## config.mk

```make
export PLATFORM = sky130hd
export DESIGN_NAME = vga_capture
export DESIGN_NICKNAME = d
export VERILOG_FILES = /design/src/rtl/vga_capture.sv
export SDC_FILE = /design/constraint.sdc
export NUM_CORES = 1
export LEC_CHECK = 0
export BUFFER_PORTS_ARGS = -buffer_cell sky130_fd_sc_hd__buf_4
export CELL_PAD_IN_SITES_DETAIL_PLACEMENT = 0
export CELL_PAD_IN_SITES_GLOBAL_PLACEMENT = 1
export CORE_MARGIN = 4
export CORE_UTILIZATION = 44
export DETAILED_ROUTE_END_ITERATION = 7
export GPL_TIMING_DRIVEN = 1
export MAX_ROUTING_LAYER = met4
export PLACE_DENSITY_LB_ADDON = 0.1
export REMOVE_ABC_BUFFERS = 1
export SLEW_MARGIN = 25
export SYNTH_ARGS = -nofsm -noshare
export SYNTH_HDL_FRONTEND = slang
export SYNTH_SLANG_ARGS = --single-unit
```

## constraint.sdc

```tcl
create_clock -name clk -period 5.19 [get_ports clk]
set_clock_uncertainty 0.2 [all_clocks]
set_input_delay 1.2975 -clock clk [delete_from_list [all_inputs] [get_ports clk]]
set_output_delay 1.2975 -clock clk [all_outputs]
set_load 0.1 [all_outputs]
```

## src/rtl/vga_capture.sv

```systemverilog
// VGA timing capture: measures hsync/vsync against the configured mode, locks after one
// clean VS-aligned frame, then emits one registered pixel per active pix_en sample.
module vga_capture #(
  parameter int unsigned H_ACTIVE = 640,
  parameter int unsigned H_BP     = 48,
  parameter int unsigned H_TOTAL  = 800,
  parameter int unsigned V_ACTIVE = 480,
  parameter int unsigned V_BP     = 33,
  parameter int unsigned V_TOTAL  = 525,
  parameter int unsigned H_SYNC   = 96,
  parameter int unsigned V_SYNC   = 2
) (
  input  logic        clk,
  input  logic        rst,
  input  logic        pix_en,
  input  logic        vga_hs,
  input  logic        vga_vs,
  input  logic [3:0]  vga_r,
  input  logic [3:0]  vga_g,
  input  logic [3:0]  vga_b,
  output logic        locked,
  output logic        pix_valid,
  output logic [9:0]  pix_x,
  output logic [9:0]  pix_y,
  output logic [7:0]  fb_x,
  output logic [7:0]  fb_y,
  output logic [11:0] pix_rgb,
  output logic        err_pulse,
  output logic [1:0]  err_code
);

  localparam logic [9:0] HStart   = 10'(H_SYNC + H_BP);
  localparam logic [9:0] HEnd     = 10'(H_SYNC + H_BP + H_ACTIVE);
  localparam logic [9:0] VStart   = 10'(V_SYNC + V_BP);
  localparam logic [9:0] VEnd     = 10'(V_SYNC + V_BP + V_ACTIVE);
  localparam logic [9:0] HLast    = 10'(H_TOTAL - 1);
  localparam logic [9:0] VLast    = 10'(V_TOTAL - 1);
  localparam logic [9:0] HSyncW   = 10'(H_SYNC);
  localparam logic [9:0] CntMax   = 10'h3FF;
  localparam logic [1:0] ErrLine  = 2'b01;
  localparam logic [1:0] ErrFrame = 2'b10;
  localparam logic [1:0] ErrHsync = 2'b11;

  typedef enum logic [1:0] {StSearch, StAlign, StLocked} state_e;

  state_e     state_q, state_d;
  logic [9:0] hcnt_q, hcnt_d, vcnt_q, vcnt_d, hsw_q, hsw_d;
  logic       prev_hs_q, prev_vs_q, vs_pend_q, vs_pend_d;

  logic       hs_fall, hs_rise, vs_fall, frame_start, checking;
  logic       err_hsw, err_frame, err_line, violation;
  logic [1:0] code;
  logic       active, valid_d;
  logic [9:0] x_d, y_d;

  assign hs_fall     = pix_en & prev_hs_q & ~vga_hs;
  assign hs_rise     = pix_en & ~prev_hs_q & vga_hs;
  assign vs_fall     = pix_en & prev_vs_q & ~vga_vs;
  // A VS fall coincident with the HS fall counts as the same frame start.
  assign frame_start = hs_fall & (vs_pend_q | vs_fall);

  // Timing is only judged once aligned; in SEARCH the history is untrusted.
  assign checking  = (state_q != StSearch);
  assign err_hsw   = checking & hs_rise & (hsw_q != HSyncW);
  assign err_frame = checking & frame_start & (vcnt_q != VLast);
  assign err_line  = checking & hs_fall & (hcnt_q != HLast);
  assign violation = err_hsw | err_frame | err_line;
  assign code      = err_hsw ? ErrHsync : (err_frame ? ErrFrame : ErrLine);

  always_comb begin
    hcnt_d    = hcnt_q;
    vcnt_d    = vcnt_q;
    hsw_d     = hsw_q;
    vs_pend_d = vs_pend_q;
    if (pix_en) begin
      if (hs_fall) begin
        hcnt_d = '0;
        hsw_d  = 10'd1;
        if (frame_start)          vcnt_d = '0;
        else if (vcnt_q != CntMax) vcnt_d = vcnt_q + 10'd1;
      end else begin
        if (hcnt_q != CntMax)            hcnt_d = hcnt_q + 10'd1;
        if (!vga_hs && hsw_q != CntMax) hsw_d  = hsw_q + 10'd1;
      end
      if (frame_start)  vs_pend_d = 1'b0;
      else if (vs_fall) vs_pend_d = 1'b1;
    end
  end

  always_ff @(posedge clk or posedge rst) begin
    if (rst) begin
      hcnt_q    <= '0;
      vcnt_q    <= '0;
      hsw_q     <= '0;
      prev_hs_q <= 1'b1;
      prev_vs_q <= 1'b1;
      vs_pend_q <= 1'b0;
    end else begin
      hcnt_q    <= hcnt_d;
      vcnt_q    <= vcnt_d;
      hsw_q     <= hsw_d;
      vs_pend_q <= vs_pend_d;
      if (pix_en) begin
        prev_hs_q <= vga_hs;
        prev_vs_q <= vga_vs;
      end
    end
  end

  always_ff @(posedge clk or posedge rst) begin
    if (rst) state_q <= StSearch;
    else     state_q <= state_d;
  end

  always_comb begin
    state_d = state_q;
    unique case (state_q)
      StSearch: if (frame_start) state_d = StAlign;
      StAlign: begin
        if (violation)        state_d = StSearch;
        else if (frame_start) state_d = StLocked;
      end
      StLocked: if (violation) state_d = StSearch;
      default: state_d = StSearch;
    endcase
  end

  // Pixel position is that of the current sample, i.e. the post-update counters.
  always_comb begin
    active  = (hcnt_d >= HStart) && (hcnt_d < HEnd) && (vcnt_d >= VStart) && (vcnt_d < VEnd);
    valid_d = pix_en & active & (state_d == StLocked);
    x_d     = hcnt_d - HStart;
    y_d     = vcnt_d - VStart;
  end

  always_ff @(posedge clk or posedge rst) begin
    if (rst) begin
      locked    <= 1'b0;
      pix_valid <= 1'b0;
      pix_x     <= '0;
      pix_y     <= '0;
      fb_x      <= '0;
      fb_y      <= '0;
      pix_rgb   <= '0;
      err_pulse <= 1'b0;
      err_code  <= '0;
    end else begin
      locked    <= (state_d == StLocked);
      pix_valid <= valid_d;
      err_pulse <= violation;
      if (violation) err_code <= code;
      if (valid_d) begin
        pix_x   <= x_d;
        pix_y   <= y_d;
        fb_x    <= x_d[9:2];
        fb_y    <= y_d[9:2];
        pix_rgb <= {vga_r, vga_g, vga_b};
      end
    end
  end

endmodule

```

After elaboration in Yosys (flattened, before gate mapping)
Cells that the tools add are included.
{ "totals": {"ff_bits": 88, "latchBits": 0, "ram_bits": 0, "romBits": 0, "inputBits": 17, "out_inout_bits": 53, "elab_cells": 84, "mem_count": 0} }
{ "classes": {"addsub": 5, "multipliers": 0, "n_div": 0, "n_lt_le_gt_ge": 4, "n_eq_ne": 9, "shift": 0, "mux": 18, "bitwise_logic": 21, "n_reduce_logical": 11} }
{ "ops": {"columns": ["operator", "n"], "rows": [
  ["$mux W10", 9],
  ["$ne A10 B10 Y1 const B", 5],
  ["$add A10 B1 Y10 const B", 3],
  ["$lt A10 B10 Y1 const B", 2],
  ["$and A1 B1 Y1", 15],
  ["$mux W2", 6],
  ["$ge A10 B6 Y1 const B", 1],
  ["$ge A10 B8 Y1 const B", 1],
  ["$ne A10 B7 Y1 const B", 1],
  ["$sub A10 B6 Y10 const B", 1],
  ["$sub A10 B8 Y10 const B", 1],
  ["$pmux W2 S3", 1],
  ["$reduce_bool A2 Y1", 3],
  ["$eq A2 B2 Y1 const B", 2],
  ["$logic_and A1 B1 Y1", 4],
  ["$reduce_and A2 Y1", 2],
  ["$not A1 Y1", 3],
  ["$or A1 B1 Y1", 3],
  ["$eq A2 B1 Y1 const B", 1],
  ["$logic_not A2 Y1", 1],
  ["$mux W1", 2],
  ["$logic_not A1 Y1", 1]
]} }

Longest topological paths before layout
Gate-level depths: netlist (run 1).
{ "depth": {"word_depth": 12, "mapped_depth": 12, "ltp_nobuf": 11} }

Least setup slack after synthesis (run 1)
Ideal clock, no wire load.
{ "synth_path": {"path_kind": "input-to-reg", "start": "input port vga_hs", "end": "register pix_rgb[2]", "setup_ns": 0.128, "arrival_ns": 4.237, "required_time_ns": 4.862, "slack_ns": 0.625, "path_stages": 10, "path_buffers": 2, "cell_sequence": "and3b_1 > clkbuf_1 > o21ai_0 > mux2_2 > ha_1 > a21o_1 > or4_4 > a2111oi_4 > buf_6 > mux2_1"} }
{ "synth_between": {"elab_chain_cells": 11, "word_cells_on_any_way": 32, "classes_between": "order compare (4); eq/ne (1); mux (10); bitwise (14); reduce/logical (3)"} }
{ "synth_lines": {"columns": ["item", "line_no", "rtl"], "rows": [
  ["start: declaration", "16", "input logic vga_hs,"],
  ["$not A1 Y1 *", "56", "assign hs_fall = pix_en & prev_hs_q & ~vga_hs;"],
  ["$and A1 B1 Y1 *", "56", null],
  ["$and A1 B1 Y1", "60", "assign frame_start = hs_fall & (vs_pend_q | vs_fall);"],
  ["$mux W10", "79", "if (frame_start) vcnt_d = '0;"],
  ["$mux W10 *", "76", "if (hs_fall) begin"],
  ["$mux W10 *", "75", "if (pix_en) begin"],
  ["via vcnt_d[0]", "47", "logic [9:0] hcnt_q, hcnt_d, vcnt_q, vcnt_d, hsw_q, hsw_d;"],
  ["$ge A10 B6 Y1", "130", "active = (hcnt_d >= HStart) && (hcnt_d < HEnd) && (vcnt_d >= VStart) && (vcnt_d < VEnd);"],
  ["$logic_and A1 B1 Y1", "130", null],
  ["$logic_and A1 B1 Y1 *", "130", null],
  ["$and A1 B1 Y1 * (2 in series)", "131", "valid_d = pix_en & active & (state_d == StLocked);"],
  ["via valid_d", "53", "logic active, valid_d;"],
  ["end signal: assignment", "157", "pix_rgb <= {vga_r, vga_g, vga_b};"],
  ["end: declaration", "27", "output logic [11:0] pix_rgb,"]
]} }
The timed path passes the listed nets; every way through them passes the cells marked *.
A chain may end at the register's enable or synchronous reset.

Worst setup path after layout (run 1)
{ "layout_path": {"start": "input port pix_en", "end": "register pix_x[7]"} }
{ "layout_between": {"elab_chain_cells": 12, "word_cells_on_any_way": 37, "classes_between": "add/sub (1); order compare (4); eq/ne (1); mux (10); bitwise (18); reduce/logical (3)"} }
{ "layout_lines": {"columns": ["item", "line_no", "rtl"], "rows": [
  ["start: declaration", "15", "input logic pix_en,"],
  ["$and A1 B1 Y1 (2 in series)", "58", "assign vs_fall = pix_en & prev_vs_q & ~vga_vs;"],
  ["$or A1 B1 Y1", "60", null],
  ["$and A1 B1 Y1", "60", null],
  ["$mux W10", "79", null],
  ["$mux W10", "76", null],
  ["$mux W10 *", "75", null],
  ["via vcnt_d[0]", "47", null],
  ["$ge A10 B6 Y1", "130", null],
  ["$logic_and A1 B1 Y1", "130", null],
  ["$logic_and A1 B1 Y1 *", "130", null],
  ["$and A1 B1 Y1 * (2 in series)", "131", null],
  ["end signal: assignment", "140", "pix_x <= '0;"],
  ["end signal: assignment", "153", "pix_x <= x_d;"],
  ["end: declaration", "23", "output logic [9:0] pix_x,"]
]} }
Marked as above.

==> summary.txt, run 1 <==
Run status
  • Status: finished clean

Global route
  • Vias in the first global route: roughly 2900
  • First-pass GRT wire length: 14300 um
  • Initial antenna violation count: 0
  • Remaining Overflow, GRT: 0
  • Pin count of the biggest net entering global routing: 51
  • Total global-route track usage: 17.7%

Pwr
  • Tot Pwr: 1.48 mW
  • VDD IR max: between 0.00015 and 0.0002 V
  • Leakage: 2.28 nW
  • Cell Pwr Density: 317 nW/um^2

Timing
  • RSZ-0062 raised after global routing: no
  • Worst slew margin: a little over two fifths
  • Final Hold Fails: 0
  • Worst-margin pin slew: 0.853 ns
  • Post-route minimum period: 4.43 ns
  • Crit share post-route: 85.3%
  • Max Freq: 0.226 GHz
  • # setup viols final: 0
  • Setup TNS: 0 ns
  • Pins over their slew limit: 0

Clock network
  • Post_cts resized: 0
  • Clk slew on worst S/H paths: 0.07 ns
  • Hold_buf cts: 0
  • Clk root buf: clkbuf_8
  • Num CTS Buffers: 9
  • Worst-Skew Late Latency: 0.34 ns
  • CTS tree: done
  • Post-CTS Setup Bufs: 0
  • H-tree levels: 3
  • CTS Buffer Depth: 2
  • CTS sink cnt: 72

Drt
  • WL met3: about 420 um
  • Met1 WL: 4200 um
  • WL met2: between 4000 and 5000 um
  • Top sig layer: met4
  • Post-route antenna net violation count: 0
  • Drt total wl: 8750 um
  • Drt first pass iters: 4
  • Iteration-0 DRC Markers: 148
  • DRC Markers: 0
  • Vias after detailed routing: 3105
  • Drt wl/cell: 16.0 um
  • Vias per cell: around 5.7

Worst setup path
  • FF-to-FF End: pix_x[7]
  • Flop-to-flop setup slack: about 1.3 ns
  • Worst Path Required: 5.21 ns
  • Cells on worst reg2reg path: 10
  • Crit path max fanout: 25
  • CP Cell Sequence: buf_4, and3b_1, o21ai_0, mux2_2, ha_1, a21o_1, or4_4, a2111oi_4, buf_12, mux2_1
  • Crit path kind: in2reg
  • Critical Path Slowest Stage Cell: or4_4
  • CP max stage delay: 0.54 ns
  • Worst path bufs/invs: 2
  • R2r startpoint: vcnt_q[3]
  • Worst setup EP type: flip-flop
  • Cell family with most CP delay: simple AND/OR/NAND/NOR gates
  • CP arrival: 4.44 ns
  • Startpoint type of the worst setup path: primary input

Logic synthesis
  • Post-synth ARST share: 100%
  • Synthesis-stage register bit count: 72
  • Post-Synthesis Cells: 380
  • Register area share after synthesis: 45.4%
  • Post-synthesis cell area: 3980 sq um
  • Syn avg cell area: between 10 and 15 sq um
  • Count of cell types in the netlist: 62
  • Ys flop type: dfrtp_1
  • Post-synth EDFFs: 0
  • YS warnings: 0

Layout
  • Area Overhead vs Synth: 17.4%
  • Ant. Diodes: 0
  • Filler Cell Count: approximately 790
  • Footprint of the multi-input gates: approximately 1900 sq um
  • Design Area, Final: between 4000 and 5000 sq um
  • Reg area: between 1500 and 2000 sq um
  • Share of layout cells above drive strength 1: 24.1%
  • Final net count: 461

Run
  • Max Cap Viol: 0

Floorplanning
  • I/O pin count: 70
  • Die Ht: between 100 and 150 um
  • Core Region: 8760 sq um
  • # rows: 34
  • Die width: 103 um
  • DIE AREA: between 10000 and 15000 sq um
  • Initial core utilization: 45.4%

Min path
  • Hold endpoint: pix_rgb[2]
  • Hold Path Cell Cnt: 1
  • Class of the worst hold path: reg2reg
  • Worst Hold Launch: pix_rgb[2]

Placed design
  • Count of buffers from port buffering: 69
  • Final HPWL DP: 6310 um
  • GP Congestion: 0.907
  • Dpl cell area: 4490 sq um
## how the worst max path moves through the flow
| stage | startpoint | endpoint | slack, ns | depth (start not counted) |
|---|---|---|---|---|
| 2_1_floorplan | vga_hs | pix_x[9] | -0.21 | 8 |
| 3_3_place_gp | pix_en | pix_rgb[1] | 0.46 | 10 |
| 3_5_place_dp | pix_en | pix_x[7] | 0.41 | 10 |
| 4_1_cts | pix_en | pix_x[7] | 0.77 | 10 |
| 5_1_grt | pix_en | pix_x[7] | 0.59 | 10 |
| 6_report | pix_en | pix_x[7] | 0.76 | 10 |
## kinds of logic after synthesis
family,synth area share [%]
and+or+nand+nor,17.2
AOI/OAI and AO/OA,13.3
xor gates and xnor gates,4.19
buffers and inverters,6.80
muxes,10.6
DFF,45.4
adders and majority gates,2.52
## registers in the layout (all words and copies together), names as in the netlist
name / cells
err_code: 2
err_pulse: 1
hcnt_q: 10
hsw_q: 10
locked: 1
pix_rgb: 12
pix_valid: 1
pix_x: 10
pix_y: 10
prev_hs_q: 1
prev_vs_q: 1
state_q: 2
vcnt_q: 10
vs_pend_q: 1
## power breakdown
group          switching, mW  internal, mW
Clock                  0.202         0.196
Combinational          0.233         0.145
Sequential            0.0843         0.619
Total                  0.520         0.959
## worst reg2reg max path: cells and delay by family (launching register included)
family	cells	cell delay, ns
compound gates	3	0.84
fa+ha+maj	1	0.24
buf+inv	1	0.24
flops	1	0.52
mux	2	0.64
simple gates	3	1.12
## final cells by class
class	count	share of cell area, %
Tap cell	108	2.90
Sequential cell	72	38.7
Clock inverter	3	0.375
Clock buffer	12	3.33
Inverter	16	1.34
Multi-Input combinational cell	260	40.7
Timing Repair Buffer	77	12.7
## layout by cell type, fill, tap and decap left out, drive strengths merged, types with 4 or more instances in the layout
cell type | synthesis | layout
xor2 | 11 | 11
a211oi | 5 | 5
and4 | 9 | 9
nor2 | 21 | 21
ha | 8 | 8
clkbuf | 5 | 12
buf | 27 | 77
nor2b | 6 | 6
o21ai | 10 | 10
and3 | 6 | 6
nand2 | 19 | 19
mux2i | 5 | 5
dfrtp | 70 | 70
a41oi | 4 | 4
mux2 | 33 | 33
a2111oi | 4 | 4
xnor2 | 8 | 8
nor3 | 12 | 12
inv | 16 | 16
nand3 | 14 | 14
and2 | 4 | 4
nand2b | 4 | 4
a21oi | 18 | 18
a31oi | 6 | 6
nand4 | 5 | 5
## cell usage after synthesis (6+ instances only)
cell type / instances / area [sq um]
a21oi_1: 18 / 90.1
a31oi_1: 6 / 37.5
and3_1: 6 / 37.5
and4_1: 9 / 78.8
buf_2: 6 / 30.0
buf_4: 16 / 120
dfrtp_1: 70 / 1750
ha_1: 8 / 100
inv_1: 16 / 60.1
mux2_1: 27 / 304
mux2_2: 6 / 67.6
nand2_1: 19 / 71.3
nand3_1: 14 / 70.1
nor2_1: 21 / 78.8
nor2b_1: 6 / 37.5
nor3_1: 12 / 60.1
o21ai_0: 10 / 50.1
xnor2_1: 8 / 70.1
xor2_1: 11 / 96.3
## metal layers
layer | up-vias | track usage [%]
li1 | 1492 | -
met1 | 1514 | 24.9
met2 | 89 | 25.9
met3 | 10 | 3.25
met4 | 0 | 5.98
met5 | - | -
## stage by stage
step / utilization [%] / hold slack, ns / setup slack (ns) / instances
finish: 53.2 / 0.289 / 0.763 / 548
global placement: 51.2 / 0.268 / 0.458 / 533
CTS: 53.2 / 0.295 / 0.768 / 548
floorplan: - / 0.260 / -0.210 / 348
detailed placement: 51.3 / 0.276 / 0.409 / 533
global route: 53.2 / 0.311 / 0.591 / 548
Power figures use the tool's default switching activity.
==> run 2, diff against run 1 <==
--- a/config.mk
+++ b/config.mk
@@ -14,6 +14,7 @@
 export GPL_TIMING_DRIVEN = 1
 export MAX_ROUTING_LAYER = met4
 export PLACE_DENSITY_LB_ADDON = 0.1
+export RECOVER_POWER = 50
 export REMOVE_ABC_BUFFERS = 1
 export SLEW_MARGIN = 25
 export SYNTH_ARGS = -nofsm -noshare
==> constraint.sdc (replaced) <==
create_clock -name clk -period 5.02 [get_ports clk]
set_clock_uncertainty 0.2 [all_clocks]
set_input_delay 1.255 -clock clk [delete_from_list [all_inputs] [get_ports clk]]
set_output_delay 1.255 -clock clk [all_outputs]
set_load 0.1 [all_outputs]
==> summary.txt, run 2 (synthesis results as in run 1) <==
Pwr
  • Leakage: 2.26 nW (was 2.28 nW)
  • Tot Pwr: 1.62 mW (was 1.48 mW)
  • Cell Pwr Density: 347 nW/um^2 (was 317 nW/um^2)
  • VDD IR max: 0.000171 V (was 0.000188 V)

Worst setup path
  • FF-to-FF End: pix_rgb[1] (was pix_x[7])
  • Critical Path Slowest Stage Cell: a211oi_1 (was or4_4)
  • CP arrival: 4.40 ns (was 4.44 ns)
  • CP max stage delay: 0.73 ns (was 0.54 ns)
  • Worst Path Required: 5.05 ns (was 5.21 ns)
  • CP Cell Sequence: buf_4, and3b_1, clkbuf_1, a41oi_1, a211oi_1, o31a_1, nor3_1, a2111oi_4, buf_4, mux2_2 (was buf_4, and3b_1, o21ai_0, mux2_2, ha_1, a21o_1, or4_4, a2111oi_4, buf_12, mux2_1)
  • Crit path kind: in2reg (unchanged)
  • Cells on worst reg2reg path: 10 (unchanged)
  • Crit path max fanout: 23 (was 25)
  • Worst setup EP type: flip-flop (unchanged)
  • R2r startpoint: vcnt_q[3] (unchanged)
  • Startpoint type of the worst setup path: primary input (unchanged)
  • Flop-to-flop setup slack: 1.01 ns (was 1.27 ns)
  • Most frequent CP cell: buf_4

Placed design
  • Pre-CTS setup slack: 0.371 ns (was 0.409 ns)
  • Inst Count DP: 534 (was 533)
  • Count of buffers from port buffering: 69 (unchanged)
  • Final HPWL DP: 6270 um (was 6310 um)
  • GP Congestion: 0.908 (was 0.907)

Global route
  • Initial antenna violation count: 0 (unchanged)
  • Vias in the first global route: 3020 (was 2887)
  • First-pass GRT wire length: 14300 um (about the same)
  • Total global-route track usage: 17.7% (about the same)
  • Remaining Overflow, GRT: 0 (unchanged)
  • Pin count of the biggest net entering global routing: 52 (was 51)

Clock network
  • CTS sink cnt: 72 (unchanged)
  • Num CTS Buffers: 9 (unchanged)
  • Post_cts resized: 0 (unchanged)
  • Clk slew on worst S/H paths: 0.08 ns (was 0.07 ns)
  • Hold_buf cts: 0 (unchanged)
  • Clk root buf: clkbuf_8 (unchanged)
  • Worst-Skew Late Latency: 0.35 ns (was 0.34 ns)
  • Post-CTS Setup Bufs: 0 (unchanged)
  • H-tree levels: 3 (unchanged)
  • CTS tree: done (unchanged)
  • CTS Buffer Depth: 2 (unchanged)

Floorplanning
  • Core Region: 8760 sq um (unchanged)
  • Initial core utilization: 45.4% (unchanged)
  • # rows: 34 (unchanged)
  • Die Ht: 103 um (unchanged)
  • I/O pin count: 70 (unchanged)
  • Die width: 103 um (unchanged)
  • DIE AREA: 10600 sq um (unchanged)

Timing
  • Worst-margin pin slew: 2.24 ns (was 0.853 ns)
  • Max Freq: 0.229 GHz
  • Crit share post-route: 87.0%
  • # setup viols final: 0 (unchanged)
  • Worst Slack Setup Final: 0.654 ns (was 0.763 ns)
  • Post-route minimum period: ~4.4 ns
  • Pins over their slew limit: 52 (was 0)
  • Final Hold Fails: 0 (unchanged)
  • RSZ-0062 raised after global routing: no (unchanged)
  • Worst slew margin: -50.3% (was 42.8%)

Min path
  • Class of the worst hold path: reg2reg (unchanged)
  • Worst Hold Launch: pix_y[1] (was pix_rgb[2])
  • Hold Path Cell Cnt: 1 (unchanged)
  • Hold endpoint: pix_y[1] (was pix_rgb[2])

Run status
  • Status: complete, but fails checks (was finished clean)
  • Violations in the final reports: capacitance limit, slew limit

Layout
  • Core Util, Final: 53.4% (was 53.2%)
  • Ant. Diodes: 0 (unchanged)
  • Commonest non-fill, non-tap cell in the layout: dfrtp_1 (was buf_4)
  • Most frequent cells in the layout: dfrtp_1 (70), buf_4 (69), mux2_1 (28) (was buf_4 (76), dfrtp_1 (70), mux2_1 (27))
  • Max reg flops: 12 (unchanged)
  • Reg with most FFs: pix_rgb (unchanged)
  • Final net count: 462 (was 461)
  • Share of layout cells above drive strength 1: 22.6% (was 24.1%)
  • Final Non-Filler Cells: 550 (was 548)
  • Area Overhead vs Synth: 17.6% (was 17.4%)

Drt
  • Post-route antenna net violation count: 0 (unchanged)
  • Drt total wl: 8830 um (was 8750 um)
  • Drt wl/cell: 16.1 um (was 16.0 um)
  • DRC Markers: 0 (unchanged)
  • Vias per cell: 5.63 (was 5.67)
  • Drt first pass iters: 4 (unchanged)
  • Iteration-0 DRC Markers: 80 (was 148)
  • Vias after detailed routing: 3095 (was 3105)

Run
  • Max Cap Viol: 1 (was 0)
run 2: cell types whose count changed in the layout (fill, tap and decap cells not counted), moves of 2 or more:
cell,before,now
bufinv_16,0,2
buf_4,76,69
clkbuf_1,1,8
clkbuf_8,11,9
run 2: how the worst max path moves through the flow:
stage	from	to	slack, ns	cells after the start
2_1_floorplan	vga_hs	pix_x[9]	-0.34	8
3_3_place_gp	vga_vs	pix_rgb[0]	0.38	11
3_5_place_dp	vga_vs	pix_rgb[1]	0.37	11
4_1_cts	vga_vs	pix_y[3]	0.73	11
5_1_grt	pix_en	pix_rgb[10]	0.41	10
6_report	pix_en	pix_rgb[1]	0.65	10
run 2: layout make-up:
type / instances / area [sq um]
timing repair buffer: 78 / 556
multi-input combinational: 260 / 1900
clock buffer: 9 / 124
tap: 108 / 135
inverter: 16 / 61.3
sequential: 72 / 1800
fill: 791 / 4090
clock inverter: 7 / 95.1
run 2: routing by layer:
layer / vias to the layer above / share of wire [%] / global-route usage, %
met2: 84 / 46 / 26.2
met5: - / 0 / -
met1: 1508 / 47 / 24.0
met3: 11 / 5.3 / 3.38
met4: 0 / 1.5 / 6.67
li1: 1492 / - / -
run 2: critical path, delay by kind of cell:
| family | cells | cell delay (ns) |
|---|---|---|
| AOI/OAI and AO/OA | 4 | 1.59 |
| buffers and inverters | 3 | 0.80 |
| muxes | 1 | 0.37 |
| and+or+nand+nor | 2 | 0.35 |
run 2: through the flow:
stage / hold WS (ns) / setup TNS (ns) / instance area (sq um)
finish: 0.289 / 0 / 4680
global route: 0.315 / 0 / 4680
CTS: 0.299 / 0 / 4710
detailed placement: 0.280 / 0 / 4490
global placement: 0.269 / 0 / 4490
floorplan: 0.260 / -9.22 / 3760
run 2: report_power, final:
group / internal [mW] / switching, mW / leakage [nW]
combinational: 0.144 / 0.239 / 1.19
sequential: 0.640 / 0.0876 / 0.960
clock: 0.281 / 0.233 / 0.110
==> run 3, diff against run 2 <==
--- a/config.mk
+++ b/config.mk
@@ -13,7 +13,7 @@
 export DETAILED_ROUTE_END_ITERATION = 7
 export GPL_TIMING_DRIVEN = 1
 export MAX_ROUTING_LAYER = met4
-export PLACE_DENSITY_LB_ADDON = 0.1
+export PLACE_DENSITY_LB_ADDON = 0.05
 export RECOVER_POWER = 50
 export REMOVE_ABC_BUFFERS = 1
 export SLEW_MARGIN = 25
==> summary.txt, run 3 (synthesis results as in run 1) <==
Pwr
  • Cell Pwr Density: 341 nW/um^2 (was 347 nW/um^2)
  • VDD IR max: 0.000200 V (was 0.000171 V)
  • Leakage: 2.30 nW (was 2.26 nW)
  • Tot Pwr: 1.61 mW (was 1.62 mW)

Worst setup path
  • CP Cell Sequence: clkbuf_1, and3b_1, o21a_1, nor3_1, a211o_1, or4_4, a2111oi_4, buf_4, mux2_2 (was buf_4, and3b_1, clkbuf_1, a41oi_1, a211oi_1, o31a_1, nor3_1, a2111oi_4, buf_4, mux2_2)
  • Critical Path Slowest Stage Cell: or4_4 (was a211oi_1)
  • Worst setup EP type: flip-flop (unchanged)
  • CP arrival: 4.52 ns (was 4.40 ns)
  • Flop-to-flop setup slack: 1.09 ns (was 1.01 ns)
  • Worst path bufs/invs: 2 (was 3)
  • Worst Path Required: 5.05 ns (about the same)
  • CP max stage delay: 0.56 ns (was 0.73 ns)
  • Crit path max fanout: 16 (was 23)
  • Cell family with most CP delay: simple AND/OR/NAND/NOR gates (was compound AO/OA/AOI/OAI gates)
  • Startpoint type of the worst setup path: primary input (unchanged)
  • Crit path kind: in2reg (unchanged)

Placed design
  • Count of buffers from port buffering: 69 (unchanged)
  • GP Congestion: 0.876 (was 0.908)
  • Dpl cell area: 4520 sq um (was 4490 sq um)
  • Final HPWL DP: 6230 um (was 6270 um)

Global route
  • Remaining Overflow, GRT: 0 (unchanged)
  • Total global-route track usage: 18.2% (was 17.7%)
  • First-pass GRT wire length: 14800 um (was 14300 um)
  • Pin count of the biggest net entering global routing: 48 (was 52)
  • Initial antenna violation count: 0 (unchanged)
  • Vias in the first global route: 2998 (was 3020)

Drt
  • Top sig layer: met4 (unchanged)
  • Vias per cell: 5.52 (was 5.63)
  • Post-route antenna net violation count: 0 (unchanged)
  • Drt first pass iters: 5 (was 4)
  • Drt wl/cell: 15.7 um (was 16.1 um)
  • WL met3: 384 um (was 464 um)
  • WL met2: 3960 um (was 4060 um)
  • Iteration-0 DRC Markers: 119 (was 80)
  • Drt total wl: 8700 um (was 8830 um)
  • DRC Markers: 0 (unchanged)
  • Met1 WL: 4310 um (was 4180 um)
  • Vias after detailed routing: 3056 (was 3095)

Clock network
  • Clk slew on worst S/H paths: 0.08 ns (about the same)
  • H-tree levels: 3 (unchanged)
  • CTS Buffer Depth: 2 (unchanged)
  • Num CTS Buffers: 9 (unchanged)
  • Post_cts resized: 0 (unchanged)
  • Hold_buf cts: 0 (unchanged)
  • CTS tree: done (unchanged)
  • CTS sink cnt: 72 (unchanged)
  • Post-CTS Setup Bufs: 0 (unchanged)
  • Worst-Skew Late Latency: 0.35 ns (about the same)
  • Clk root buf: clkbuf_8 (unchanged)

Timing
  • Pins over their slew limit: 0 (was 52)
  • RSZ-0062 raised after global routing: no (unchanged)
  • Max Freq: 0.223 GHz (was 0.229 GHz)
  • Worst slew margin: 21.1% (was -50.3%)
  • Crit share post-route: 89.3% (was 87.0%)
  • Final Hold Fails: 0 (unchanged)
  • # setup viols final: 0 (unchanged)
  • Post-route minimum period: 4.48 ns (was 4.37 ns)
  • Worst-margin pin slew: 1.18 ns (was 2.24 ns)

Floorplanning
  • Die width: 103 um (unchanged)
  • # rows: 34 (unchanged)
  • Die Ht: 103 um (unchanged)
  • Core Region: 8760 sq um (unchanged)
  • I/O pin count: 70 (unchanged)
  • DIE AREA: 10600 sq um (unchanged)
  • Initial core utilization: 45.4% (unchanged)

Layout
  • Most frequent cells in the layout: buf_4 (76), dfrtp_1 (70), mux2_1 (27) (was dfrtp_1 (70), buf_4 (69), mux2_1 (28))
  • Design Area, Final: 4710 sq um (was 4680 sq um)
  • Reg area: 1800 sq um (unchanged)
  • Commonest non-fill, non-tap cell in the layout: buf_4 (was dfrtp_1)
  • Reg with most FFs: pix_rgb (unchanged)
  • Filler Cell Count: 791 (unchanged)
  • Ant. Diodes: 0 (unchanged)
  • Share of layout cells above drive strength 1: 24.2% (was 22.6%)
  • Footprint of the multi-input gates: 1900 sq um (unchanged)
  • Max reg flops: 12 (unchanged)
  • Final net count: 466 (was 462)
  • Area Overhead vs Synth: 18.4% (was 17.6%)

Run
  • Max Cap Viol: 0 (was 1)

Min path
  • Class of the worst hold path: reg2reg (unchanged)

Run status
  • Status: finished clean (was complete, but fails checks)
[run 3: through the flow]
stage | setup TNS [ns] | hold slack (ns) | utilization (%) | instances | worst slack [ns]
final | 0 | 0.289 | 53.7 | 554 | 0.536
after global routing | 0 | 0.305 | 53.7 | 554 | 0.338
after CTS | 0 | 0.297 | 53.9 | 554 | 0.822
after detailed placement | 0 | 0.276 | 51.5 | 538 | 0.456
after floorplan | -9.22 | 0.260 | - | 348 | -0.337
after global placement | 0 | 0.270 | 51.5 | 538 | 0.491
[run 3: area by class of cell]
type,instances,area share (%)
Multi-Input combinational cell,260,40.4
Timing Repair Buffer,82,12.7
Tap cell,108,2.87
Sequential cell,72,38.3
Clock buffer,10,2.92
Inverter,16,1.28
Clock inverter,6,1.54
[run 3: final timing paths]
path	start	end	cells after the start
max	pix_en	pix_x[9]	9
min	pix_x[0]	pix_x[0]	1
max reg2reg	vcnt_q[3]	pix_x[9]	10
min reg2reg	pix_x[0]	pix_x[0]	1
max in group asynchronous	rst	hsw_q[9]	3
min in group asynchronous	rst	pix_valid	2
[run 3: power by group]
group          internal, mW  total [mW]  switching (mW)
Sequential            0.640       0.727          0.0868
Combinational         0.149       0.392           0.243
Clock                 0.250       0.487           0.237
[run 3: layer usage]
layer / track usage, % / vias to the layer above
met5: - / -
met4: 4.78 / 0
met3: 4.53 / 4
met2: 25.6 / 71
met1: 26.1 / 1480
li1: - / 1501
